**src/rtl/bit_serializer.sv**
```systemverilog
// Parallel-to-serial stage: accepts a WIDTH-bit word on a valid/ready handshake and shifts it out MSB-first on x.
// Optional even-parity bit after the LSB when BIT_SERIALIZER_PARITY_EN is defined.
module bit_serializer #(
  parameter int   WIDTH    = 8,
  parameter logic IDLE_BIT = 1'b0
) (
  input  logic             clk,
  input  logic             rst,
  input  logic [WIDTH-1:0] din,
  input  logic             din_valid,
  output logic             din_ready,
  input  logic             hold,
  output logic             x,
  output logic             busy,
  output logic             done
);

  localparam int               CNT_W = $clog2(WIDTH);
  localparam logic [CNT_W-1:0] LAST  = CNT_W'(WIDTH - 1);

`ifdef BIT_SERIALIZER_PARITY_EN
  typedef enum logic [1:0] {IDLE, SHIFT, PAR} state_t;
`else
  typedef enum logic [1:0] {IDLE, SHIFT} state_t;
`endif

  state_t           state;
  state_t           state_nxt;
  logic [WIDTH-2:0] shreg;     // bits still to send after the one on x
  logic [CNT_W-1:0] cnt;
  logic             accept;
  logic             advance;
  logic             last_bit;
`ifdef BIT_SERIALIZER_PARITY_EN
  logic             par_q;
`endif

  assign accept   = din_valid && din_ready;
  assign advance  = (state != IDLE) && !hold;
  assign last_bit = (cnt == LAST);

  // State register
  // NOTE: sequential state uses non-blocking assignments so every flop samples pre-edge values.
  always_ff @(posedge clk or negedge rst) begin
    if (!rst) state <= IDLE;
    else      state <= state_nxt;
  end

  // Next-state logic
  // NOTE: state_nxt gets a default before the case so no path leaves it unassigned (no latch).
  always_comb begin
    state_nxt = state;
    case (state)
      IDLE: begin
        if (din_valid) state_nxt = SHIFT;
      end
      SHIFT: begin
`ifdef BIT_SERIALIZER_PARITY_EN
        if (!hold && last_bit) state_nxt = PAR;
`else
        if (!hold && last_bit) state_nxt = IDLE;
`endif
      end
`ifdef BIT_SERIALIZER_PARITY_EN
      PAR: begin
        if (!hold) state_nxt = IDLE;
      end
`endif
      default: state_nxt = IDLE;
    endcase
  end

  // Status outputs decode the registered state only, never din_valid.
  always_comb begin
    din_ready = (state == IDLE);
    busy      = (state != IDLE);
  end

  // Datapath: shift register, bit counter, serial line and done pulse.
  always_ff @(posedge clk or negedge rst) begin
    if (!rst) begin
      shreg <= '0;
      cnt   <= '0;
      x     <= IDLE_BIT;
      done  <= 1'b0;
`ifdef BIT_SERIALIZER_PARITY_EN
      par_q <= 1'b0;
`endif
    end else begin
      done <= 1'b0;
      if (accept) begin
        shreg <= din[WIDTH-2:0];
        cnt   <= '0;
        x     <= din[WIDTH-1];
`ifdef BIT_SERIALIZER_PARITY_EN
        par_q <= ^din;
`endif
      end else if (advance) begin
        case (state)
          SHIFT: begin
            if (!last_bit) begin
              cnt   <= cnt + 1'b1;
              x     <= shreg[WIDTH-2];
              shreg <= shreg << 1;
            end else begin
`ifdef BIT_SERIALIZER_PARITY_EN
              x    <= par_q;
`else
              x    <= IDLE_BIT;
              done <= 1'b1;
`endif
            end
          end
`ifdef BIT_SERIALIZER_PARITY_EN
          PAR: begin
            x    <= IDLE_BIT;
            done <= 1'b1;
          end
`endif
          default: begin
            x <= IDLE_BIT;
          end
        endcase
      end
    end
  end

endmodule

```
**config.mk**
```make
export PLATFORM = sky130hd
export DESIGN_NAME = bit_serializer
export DESIGN_NICKNAME = d
export VERILOG_FILES = /design/src/rtl/bit_serializer.sv
export SDC_FILE = /design/constraint.sdc
export NUM_CORES = 1
export LEC_CHECK = 0
export ABC_AREA = 1
export ABC_CLOCK_PERIOD_IN_PS = 2700
export BUFFER_PORTS_ARGS = -buffer_cell sky130_fd_sc_hd__buf_2
export CORE_AREA = 3 3 40 42
export CTS_CLUSTER_DIAMETER = 200
export CTS_CLUSTER_SIZE = 24
export DETAILED_ROUTE_END_ITERATION = 8
export DIE_AREA = 0 0 43 45
export PLACE_DENSITY = 0.75
export SYNTH_ARGS = -nofsm -noshare
export SYNTH_HDL_FRONTEND = slang
export SYNTH_SLANG_ARGS = --single-unit
```
**constraint.sdc**
```tcl
create_clock -name clk -period 2.7 [get_ports clk]
set_input_delay 0.135 -clock clk [delete_from_list [all_inputs] [get_ports clk]]
set_output_delay 0.135 -clock clk [all_outputs]
set_load 0.05 [all_outputs]
```
==> out/metrics.csv, run 1 <==
stage,metric,value,unit
outcome,outcome,"finished, final reports clean",
sta,setup_viol,0,
detailed_routing,drc_errors,0,
sta,hold_ws,0.0994,ns
global_route,gr-total-overflow,0,
detailed_routing,num_vias,564,
pwr,power_density,876,mW/mm2
global_route,grt_pass1_wl,2100,um
pwr,peakVddDrop,391,uV
sta,fin_skew,0.00544,ns
global_route,antenna_found_initial,0,
clock_network,clockBufferDepth,2,
finish,stdcell_area,758,um2
floorplanning,dieArea,0.00194,mm2
setup_path,start_kind,flop,
floorplanning,core,0.00128,mm2
place,gp_congestion,0.766,
detailed_routing,ant_nets,0,
sta,min_period_over_period,63.5,%
yosys,syn_avg_cell_area,7.99,um2
setup_path,arrival,1.91,ns
sta,fin_tns_setup,0,ns
setup_path,critPathMaxFanout,11,
yosys,synth_fp_nets,97,
setup_path,r2r_cells,7,
setup_path,r2r_start,cnt[0]$_DFFE_PN0P_,
clock_network,insertion_delay,0.26,ns
global_route,grt_max_degree,19,
floorplanning,die_x,43,um
place,io_buffers,15,
floorplanning,dieHeight,45,um
floorplanning,num_rows,13,
yosys,syn-cell-area,663,um2
detailed_routing,wl_per_cell,10.5,um
sta,max_slew_margin,74.0,%
detailed_routing,vias_per_cell,4.95,
sta,fmax,583,MHz
yosys,synth-seq-cells,13,
clock_network,post-cts-setup-buffers,0,
sta,finalHoldViolations,0,
clock_network,root_buffer,clkbuf_4,
yosys,synth-seq-area-share,49.1,%
setup_path,rrSetupSlack,0.99,ns
sta,fin_ws,0.986,ns
hold_path,worstHoldPathType,in2reg,
clock_network,cts_buffers,3,
yosys,synthDistinctLibCells,13,
global_route,grt_pass1_vias,488,
finish,area_growth,14.3,%
place,dp_hpwl,868,um
yosys,yosysWarningCount,0,
hold_path,holdPathStages,3,
clock_network,ctsResizeCount,0,
clock_network,holdBufCountCts,1,
global_route,track_usage,14.6,%
run,cap_violations,0,
place,pre_cts_slack,1.01,ns
yosys,synthCells,83,
clock_network,cts.sink_count,13,
hold_path,hp-start,din[0],
floorplanning,start_util,51.6,%
setup_path,crit_required,2.90,ns
finish,final_layout_size_suffix_gt1_share,20.2,%
setup_path,path_class,reg2reg,
floorplanning,ioPinCount,16,
sta,min_period,1.71,ns
setup_path,endpoint_kind,flop,
clock_network,tritoncts,done,
pwr,p_leak,0.452,nW
place,dpl-instance-area,722,um2
detailed_routing,drtIter0Drc,12,
sta,rsz0062_at_grt,no,
hold_path,min_delay_worst_endpoint,shreg[0]$_DFFE_PN0P_,
clock_network,ctsHtreeMaxLevel,1,
finish,fin_nets,114,
sta,drv_slew,0,
clock_network,clk_pin_slew,0.08,ns
sta,tightest_slew,0.388,ns
detailed_routing,drt-total-wl,1200,um
finish,antenna_cells,0,
setup_path,crit-reg2reg-capture,cnt[0]$_DFFE_PN0P_,
detailed_routing,dr.pass1.iters,7,
==> sequential cells by signal, indices dropped and copies added, names as in the netlist <==
register,flops
state,1
x,1
cnt,3
shreg,7
done,1
==> worst max-delay path, cell delays in order (launching register included) <==
cell and delay (ns):
dfrtp_1 0.40, ha_1 0.20, ha_1 0.19, inv_1 0.08, nand3_1 0.31, nand2_1 0.31
nand2_1 0.09, nand2_1 0.08
==> power breakdown <==
group	leakage, nW	internal, W	switching, W
registers	0.170	0.000261	0.0000400
logic	0.267	0.0000808	0.000166
clock network	0.0150	0.0000570	0.0000590
==> stage by stage <==
| step | cells | utilization (%) | total power, W |
|---|---|---|---|
| global placement | 109 | 56.2 | 0.000549 |
| floorplan | 83 | - | 0.000501 |
| finish | 114 | 59.0 | 0.000664 |
| CTS | 114 | 59.0 | 0.000667 |
| detailed placement | 109 | 56.2 | 0.000551 |
| global route | 114 | 59.0 | 0.000727 |
==> logic make-up after synthesis <==
logic type / after synthesis / synth area share [%]
and+or+nand+nor: 58 / 37.9
buffers and inverters: 8 / 7.55
AOI/OAI and AO/OA: 2 / 1.70
adders and majority gates: 2 / 3.77
DFF: 13 / 49.1
==> Yosys cell counts (all sizes together) <==
| cell type | number | area [um2] |
|---|---|---|
| dfrtp | 13 | 325 |
| buf | 4 | 35.0 |
| nand3 | 21 | 105 |
| nand2 | 35 | 139 |
| ha | 2 | 25.0 |
| o22ai | 1 | 6.26 |
| inv | 4 | 15.0 |
| nor2 | 2 | 7.51 |
| a21oi | 1 | 5.00 |
==> cells in the final DEF (no fill, tap or decap) <==
cell and n:
a21oi_1 1, inv_2 1, dlygate4sd3_1 1, nand2_4 1
clkbuf_1 1, o22ai_1 1, ha_1 2, nand3_1 21
nand2_1 34, clkbuf_4 3, inv_1 3, buf_2 15
dfrtp_1 13, nor2_1 2
==> worst max-delay path by stage <==
| stage | startpoint | endpoint | slack, ns | cells past startpoint |
|---|---|---|---|---|
| 2_1_floorplan | cnt[0]$_DFFE_PN0P_ | shreg[1]$_DFFE_PN0P_ | 1.38 | 7 |
| 3_3_place_gp | cnt[0]$_DFFE_PN0P_ | cnt[0]$_DFFE_PN0P_ | 1.07 | 7 |
| 3_5_place_dp | cnt[0]$_DFFE_PN0P_ | cnt[0]$_DFFE_PN0P_ | 1.01 | 7 |
| 4_1_cts | cnt[0]$_DFFE_PN0P_ | cnt[0]$_DFFE_PN0P_ | 0.98 | 7 |
| 5_1_grt | cnt[0]$_DFFE_PN0P_ | shreg[2]$_DFFE_PN0P_ | 0.85 | 7 |
| 6_report | cnt[0]$_DFFE_PN0P_ | cnt[0]$_DFFE_PN0P_ | 0.99 | 7 |
==> per-layer routing <==
layer	GRT usage (%)	up-vias	routed length, um
met5	0	-	0
li1	-	300	-
met1	21.5	241	593
met3	3.59	2	83
met2	20.7	21	510
met4	5.42	0	8
==> final cells by class <==
class                           count  area, um2
Inverter                            4       15.0
Sequential cell                    13        325
Fill cell                         119        527
Timing Repair Buffer               16       85.1
Multi-Input combinational cell     62        288
Tap cell                           15       18.8
Clock buffer                        4       26.3
No activity file was read; power rests on OpenSTA's default activity.
==> inputs of run 2 (changes only) <==
==> config.mk (replaced) <==
export PLATFORM = sky130hd
export DESIGN_NAME = bit_serializer
export DESIGN_NICKNAME = d
export VERILOG_FILES = /design/src/rtl/bit_serializer.sv
export SDC_FILE = /design/constraint.sdc
export NUM_CORES = 1
export LEC_CHECK = 0
export ABC_AREA = 0
export ABC_CLOCK_PERIOD_IN_PS = 1430
export BUFFER_PORTS_ARGS = -buffer_cell sky130_fd_sc_hd__buf_2
export CORE_MARGIN = 3
export CORE_UTILIZATION = 44
export CTS_CLUSTER_DIAMETER = 200
export CTS_CLUSTER_SIZE = 24
export DETAILED_ROUTE_END_ITERATION = 8
export PLACE_DENSITY = 0.71
export SYNTH_ARGS = -nofsm -noshare
export SYNTH_HDL_FRONTEND = slang
export SYNTH_SLANG_ARGS = --single-unit
==> constraint.sdc (replaced) <==
create_clock -name clk -period 1.43 [get_ports clk]
set_input_delay 0.0715 -clock clk [delete_from_list [all_inputs] [get_ports clk]]
set_output_delay 0.0715 -clock clk [all_outputs]
set_load 0.05 [all_outputs]
==> out/metrics.csv, run 2 <==
stage,metric,value,unit
pwr,p_leak,0.459,nW
global_route,grt_pass1_wl,2280,um
place,gp_congestion,0.714,
sta,finalHoldViolations,0,
place,io_buffers,15,
clock_network,clockBufferDepth,2,
setup_path,arrival,1.67,ns
setup_path,crit_required,1.58,ns
setup_path,critPathMaxFanout,5,
detailed_routing,wl_per_cell,12.7,um
finish,fin_nets,105,
yosys,synth_common_cells,"nand2_1 (18), dfrtp_1 (13), nand3_1 (11)",
global_route,use_met2,26.3,%
detailed_routing,drc_errors,0,
finish,final_cell_mix,"nand2_1 (16), buf_2 (15), dfrtp_1 (13), nand3_2 (11), buf_6 (5)",
place,dpl-instance-area,764,um2
clock_network,insertion_delay,0.27,ns
yosys,synth-seq-cells,13,
yosys,synth.most_common_cell,nand2_1,
finish,stdcell_area,898,um2
yosys,synth_edf_count,0,
floorplanning,num_rows,12,
setup_path,cp_slowest_stage_delay,0.41,ns
clock_network,ctsHtreeMaxLevel,1,
finish,mostFrequentLayoutCell,nand2_1,
yosys,yosysWarningCount,0,
global_route,antenna_found_initial,0,
global_route,grtUsageMet1,21.3,%
detailed_routing,num_vias,533,
yosys,netlist_top_cells_area,"dfrtp_1 (54%), nand2_1 (11%), nand3_1 (9.1%)",
pwr,power,0.00154,W
finish,final_layout_size_suffix_gt1_share,50.0,%
setup_path,slowest_stage,dfrtp_1,
global_route,grt_pass1_vias,529,
yosys,syn_avg_cell_area,9.28,um2
finish,antenna_cells,0,
finish,area_growth,49.0,%
detailed_routing,vias_per_cell,5.13,
place,pre_cts_slack,-0.151,ns
yosys,synthCells,65,
finish,largestRegisters,"shreg (7), cnt (3)",
sta,setup_viol,11,
clock_network,cts_buffers,3,
yosys,yosysTopAreaCellShare,53.9,%
detailed_routing,drtIter0Drc,4,
setup_path,endpoint_kind,flop,
floorplanning,dieArea,0.00185,mm2
yosys,synthDistinctLibCells,19,
global_route,grt_use_met3,2.54,%
setup_path,cp_num_buf_inv,1,
floorplanning,core,0.00120,mm2
pwr,power_density,1710,mW/mm2
yosys,synth_top_flop_cell,dfrtp_1,
clock_network,clk_pin_slew,0.08,ns
clock_network,cts.sink_count,13,
sta,fin_ws,-0.0909,ns
pwr,peakVddDrop,1100,uV
setup_path,cp_top_family,simple AND/OR/NAND/NOR gates,
run,cap_violations,0,
clock_network,root_buffer,clkbuf_4,
finish,largest_reg_flops,7,
yosys,synth_fp_nets,79,
setup_path,start_kind,flop,
sta,tightest_slew,0.443,ns
detailed_routing,drt-total-wl,1320,um
hold_path,worstHoldPathType,in2reg,
detailed_routing,ant_nets,0,
sta,rsz0062_at_grt,yes,
outcome,outcome,finished with violations,
global_route,track_usage,16.3,%
yosys,synth_top_area_cell,dfrtp_1,
sta,fin_skew,0.00860,ns
yosys,synth-seq-area-share,53.9,%
sta,max_slew_margin,70.4,%
setup_path,worstPathCellList,"ha_4, ha_4, or3b_4, buf_6, nand3_2, nand3_2",
place,dp_hpwl,908,um
floorplanning,ioPinCount,16,
floorplanning,dieHeight,43.0,um
global_route,grt_busiest_layer,met2,
outcome,violations,negative setup slack,
sta,drv_slew,0,
global_route,gr-total-overflow,0,
detailed_routing,dr.pass1.iters,2,
sta,fmax,658,MHz
sta,fin_tns_setup,-0.723,ns
sta,min_period,1.52,ns
global_route,grt_max_degree,14,
sta,min_period_over_period,106,%
yosys,synthArstFlopShare,100,%
floorplanning,die_x,43.0,um
setup_path,path_class,reg2reg,
clock_network,tritoncts,done,
floorplanning,start_util,50.2,%
finish,top_register,shreg,
yosys,syn-cell-area,603,um2
run 2: cell count changes in the layout (fill, tap and decap cells not counted), sizes merged, moves of 2 or more:
cell	before	now
a21oi	1	4
buf	15	22
inv	4	1
nand2	35	18
nand3	21	11
nor2	2	4
run 2: cells by family after synthesis:
family	Yosys count	share of synthesized area (%)
compound gates	6	5.39
xor+xnor	1	1.45
fa+ha+maj	2	4.15
buf+inv	4	2.90
flops	13	53.9
simple gates	39	32.2
run 2: layout make-up:
class | count | area (um2)
fill | 92 | 303
sequential | 13 | 325
timing repair buffer | 24 | 166
inverter | 1 | 3.75
multi-input combinational | 48 | 359
tap | 14 | 17.5
clock buffer | 4 | 26.3
run 2: final timing paths:
| path | slack (ns) | endpoint | startpoint | cells past startpoint |
|---|---|---|---|---|
| max | -0.09 | shreg[5]$_DFFE_PN0P_ | cnt[1]$_DFFE_PN0P_ | 6 |
| min | 0.01 | shreg[3]$_DFFE_PN0P_ | din[3] | 3 |
| max reg2reg | -0.09 | shreg[5]$_DFFE_PN0P_ | cnt[1]$_DFFE_PN0P_ | 6 |
| min reg2reg | 0.52 | shreg[2]$_DFFE_PN0P_ | shreg[1]$_DFFE_PN0P_ | 2 |
| max in group asynchronous | 0.99 | cnt[0]$_DFFE_PN0P_ | rst | 2 |
| min in group asynchronous | 0.21 | shreg[6]$_DFFE_PN0P_ | rst | 2 |
run 2: worst min-delay path: cells and delay by family:
kind,cells,cell delay (ns)
buffers and inverters,1,0.07
AND/OR/NAND/NOR,2,0.11
run 2: where the power goes:
| part | total, W | switching (W) | leakage (nW) | internal (W) |
|---|---|---|---|---|
| combinational | 0.000705 | 0.000357 | 0.276 | 0.000347 |
| sequential | 0.000609 | 0.000108 | 0.168 | 0.000501 |
| clock | 0.000225 | 0.000117 | 0.0150 | 0.000108 |
| total | 0.00154 | 0.000582 | 0.459 | 0.000957 |
run 2: per-layer routing:
metal | vias up | wire length (um) | part of all wire, %
met3 | 2 | 60 | 4.5
met2 | 10 | 686 | 52
li1 | 267 | - | -
met1 | 254 | 565 | 43
met5 | - | 0 | 0
met4 | 0 | 7 | 0.53
run 2: repair_timing:
| item | CTS | global route |
|---|---|---|
| cloned | 1 | 0 |
| setup endpoints to repair | 11 | 11 |
| resized for setup | 9 | 9 |
| buffers inserted | 0 | 1 |
| hold buffers | 2 | 0 |
| pin swaps | 2 | 7 |
| endpoints found under the hold margin | 14 | 0 |
run 2: per-stage QoR:
stage	hold slack, ns	utilization [%]	cells
floorplan	-0.224	-	65
global placement	-0.0235	63.6	96
detailed placement	-0.0256	63.6	96
global route	0.0298	74.8	104
CTS	0.000403	71.1	103
finish	0.0120	74.8	104
==> inputs of run 3 (changes only) <==
--- a/config.mk
+++ b/config.mk
@@ -8,12 +8,13 @@
 export ABC_AREA = 0
 export ABC_CLOCK_PERIOD_IN_PS = 1430
 export BUFFER_PORTS_ARGS = -buffer_cell sky130_fd_sc_hd__buf_2
-export CORE_MARGIN = 3
-export CORE_UTILIZATION = 44
+export CORE_AREA = 3 3 40 42
+export CTS_BUF_LIST = sky130_fd_sc_hd__clkbuf_4
 export CTS_CLUSTER_DIAMETER = 200
 export CTS_CLUSTER_SIZE = 24
 export DETAILED_ROUTE_END_ITERATION = 8
-export PLACE_DENSITY = 0.71
+export DIE_AREA = 0 0 43 45
+export PLACE_DENSITY = 0.73
 export SYNTH_ARGS = -nofsm -noshare
 export SYNTH_HDL_FRONTEND = slang
 export SYNTH_SLANG_ARGS = --single-unit
==> out/metrics.csv, run 3 (synthesis results as in run 2) <==
stage,metric,value,unit
detailed_routing,drt-total-wl,1310,um
place,dpl-instance-area,758,um2
setup_path,start_kind,flop,
global_route,grt_max_degree,14,
outcome,outcome,finished with violations,
finish,multi_input_area,325,um2
pwr,peakVddDrop,991,uV
pwr,swShare,37.4,%
pwr,internal-power,0.000920,W
finish,largestRegisters,"shreg (7), cnt (3)",
setup_path,path_class,reg2reg,
sta,drv_slew,0,
sta,fin_ws,-0.0721,ns
sta,max_slew_margin,70.5,%
pwr,p_leak,0.438,nW
finish,stdcell_area,867,um2
global_route,antenna_found_initial,0,
setup_path,crit_required,1.59,ns
global_route,grt_pass1_vias,549,
finish,area_growth,43.8,%
finish,largest_reg_flops,7,
clock_network,cts.sink_count,13,
global_route,track_usage,16.3,%
finish,antenna_cells,0,
detailed_routing,dr.pass1.iters,4,
floorplanning,die_x,43,um
floorplanning,dieArea,0.00194,mm2
sta,fmax,666,MHz
detailed_routing,drc_errors,0,
place,dp_hpwl,943,um
clock_network,tritoncts,done,
place,gp_congestion,0.719,
clock_network,ctsHtreeMaxLevel,1,
place,io_buffers,15,
sta,fin_skew,0.00318,ns
finish,final_layout_size_suffix_gt1_share,42.2,%
floorplanning,ioPinCount,16,
sta,rsz0062_at_grt,yes,
detailed_routing,drtIter0Drc,12,
floorplanning,core,0.00128,mm2
clock_network,cts_buffers,3,
sta,min_period_over_period,105,%
sta,finalHoldViolations,1,
sta,setup_viol,11,
detailed_routing,ant_nets,0,
pwr,comb_power_share,42.4,%
pwr,p_sw,0.000551,W
setup_path,endpoint_kind,flop,
clock_network,root_buffer,clkbuf_4,
floorplanning,start_util,46.9,%
hold_path,worstHoldPathType,in2reg,
global_route,gr-total-overflow,0,
finish,seqCellArea,325,um2
sta,hold_ws,-0.00155,ns
setup_path,critPathMaxFanout,5,
run,cap_violations,0,
detailed_routing,num_vias,531,
setup_path,arrival,1.66,ns
clock_network,insertion_delay,0.28,ns
detailed_routing,wl_per_cell,12.5,um
pwr,power_frac_clock,17.1,%
finish,top_register,shreg,
finish,mostFrequentLayoutCell,nand2_1,
sta,tightest_slew,0.442,ns
floorplanning,dieHeight,45,um
floorplanning,num_rows,13,
pwr,power_density,1700,mW/mm2
sta,min_period,1.50,ns
finish,final_cell_mix,"nand2_1 (18), buf_2 (15), dfrtp_1 (13), nand3_2 (8)",
finish,n_fill_cell,108,
outcome,violations,"negative hold slack, negative setup slack",
finish,fin_nets,105,
clock_network,clockBufferDepth,2,
clock_network,clk_pin_slew,0.08,ns
global_route,grt_pass1_wl,2290,um
pwr,p_seq_share,40.5,%
detailed_routing,vias_per_cell,5.06,
==> run 3: cell count changes in the layout (fill, tap and decap cells not counted), moves of 2 or more <==
cell / change
buf_6: -2
nand2_2: -2
nand3_2: -3
nand3_1: +3
dlygate4sd3_1: +2
nand2_1: +2
==> run 3: metrics by stage <==
step                      TNS (ns)  utilization (%)  power, W  setup slack [ns]  cells
after CTS                   -0.570             66.7   0.00148           -0.0789    105
after detailed placement     -1.58             59.0   0.00116            -0.179     96
after floorplan             -0.382                -  0.000996           -0.0430     65
after global placement       -1.29             59.0   0.00112            -0.150     96
after global routing         -1.32             67.5   0.00158            -0.155    105
final                       -0.500             67.5   0.00147           -0.0721    105
==> run 3: power groups by stage <==
stage / Clock [W] / Sequential, W / Combinational, W
after floorplan: 0 / 0.000659 / 0.000337
after global placement: 0 / 0.000595 / 0.000529
after detailed placement: 0 / 0.000604 / 0.000551
after CTS: 0.000257 / 0.000597 / 0.000626
after global routing: 0.000273 / 0.000617 / 0.000688
final: 0.000251 / 0.000596 / 0.000624
==> run 3: worst paths after layout <==
kind,startpoint,end,slack [ns],depth (start not counted)
setup / recovery,cnt[1]$_DFFE_PN0P_,cnt[0]$_DFFE_PN0P_,-0.07,7
hold / removal,din[3],shreg[3]$_DFFE_PN0P_,-0.002,3
setup reg to reg,cnt[1]$_DFFE_PN0P_,cnt[0]$_DFFE_PN0P_,-0.07,7
hold reg to reg,shreg[0]$_DFFE_PN0P_,shreg[0]$_DFFE_PN0P_,0.51,2
max in group asynchronous,rst,state[0]$_DFFE_PN0P_,0.99,2
min in group asynchronous,rst,shreg[4]$_DFFE_PN0P_,0.21,2
==> run 3: layout make-up <==
type	count	share of cell area, %
clock buffers	4	3.46
inverters	1	0.433
multi-input cells	48	37.5
flip-flops and latches	13	37.5
well taps	15	2.16
repair buffers	24	18.9
==> run 3: per-layer routing <==
layer | vias up | part of all wire [%] | GRT usage (%) | wire length, um
li1 | 264 | - | - | -
met1 | 251 | 43 | 19.5 | 571
met2 | 13 | 50 | 27.2 | 652
met3 | 3 | 5.0 | 3.59 | 65
met4 | 0 | 1.8 | 9.04 | 24
met5 | - | 0 | 0 | 0
==> run 3: what timing repair did <==
item,in CTS,in global routing
gates cloned,0,0
endpoints found under the hold margin,16,0
hold buffers,4,0
resized for setup,6,2
buffers inserted,1,0
pin swaps,7,4
setup endpoints to repair,11,11
==> run 3: critical path, cell delays in order (launching register included) <==
cell and delay, ns:
dfrtp_1 0.39, ha_2 0.20, ha_4 0.16, buf_6 0.11, nor3b_4 0.22, buf_6 0.16, xnor2_2 0.12, nor2_2 0.04
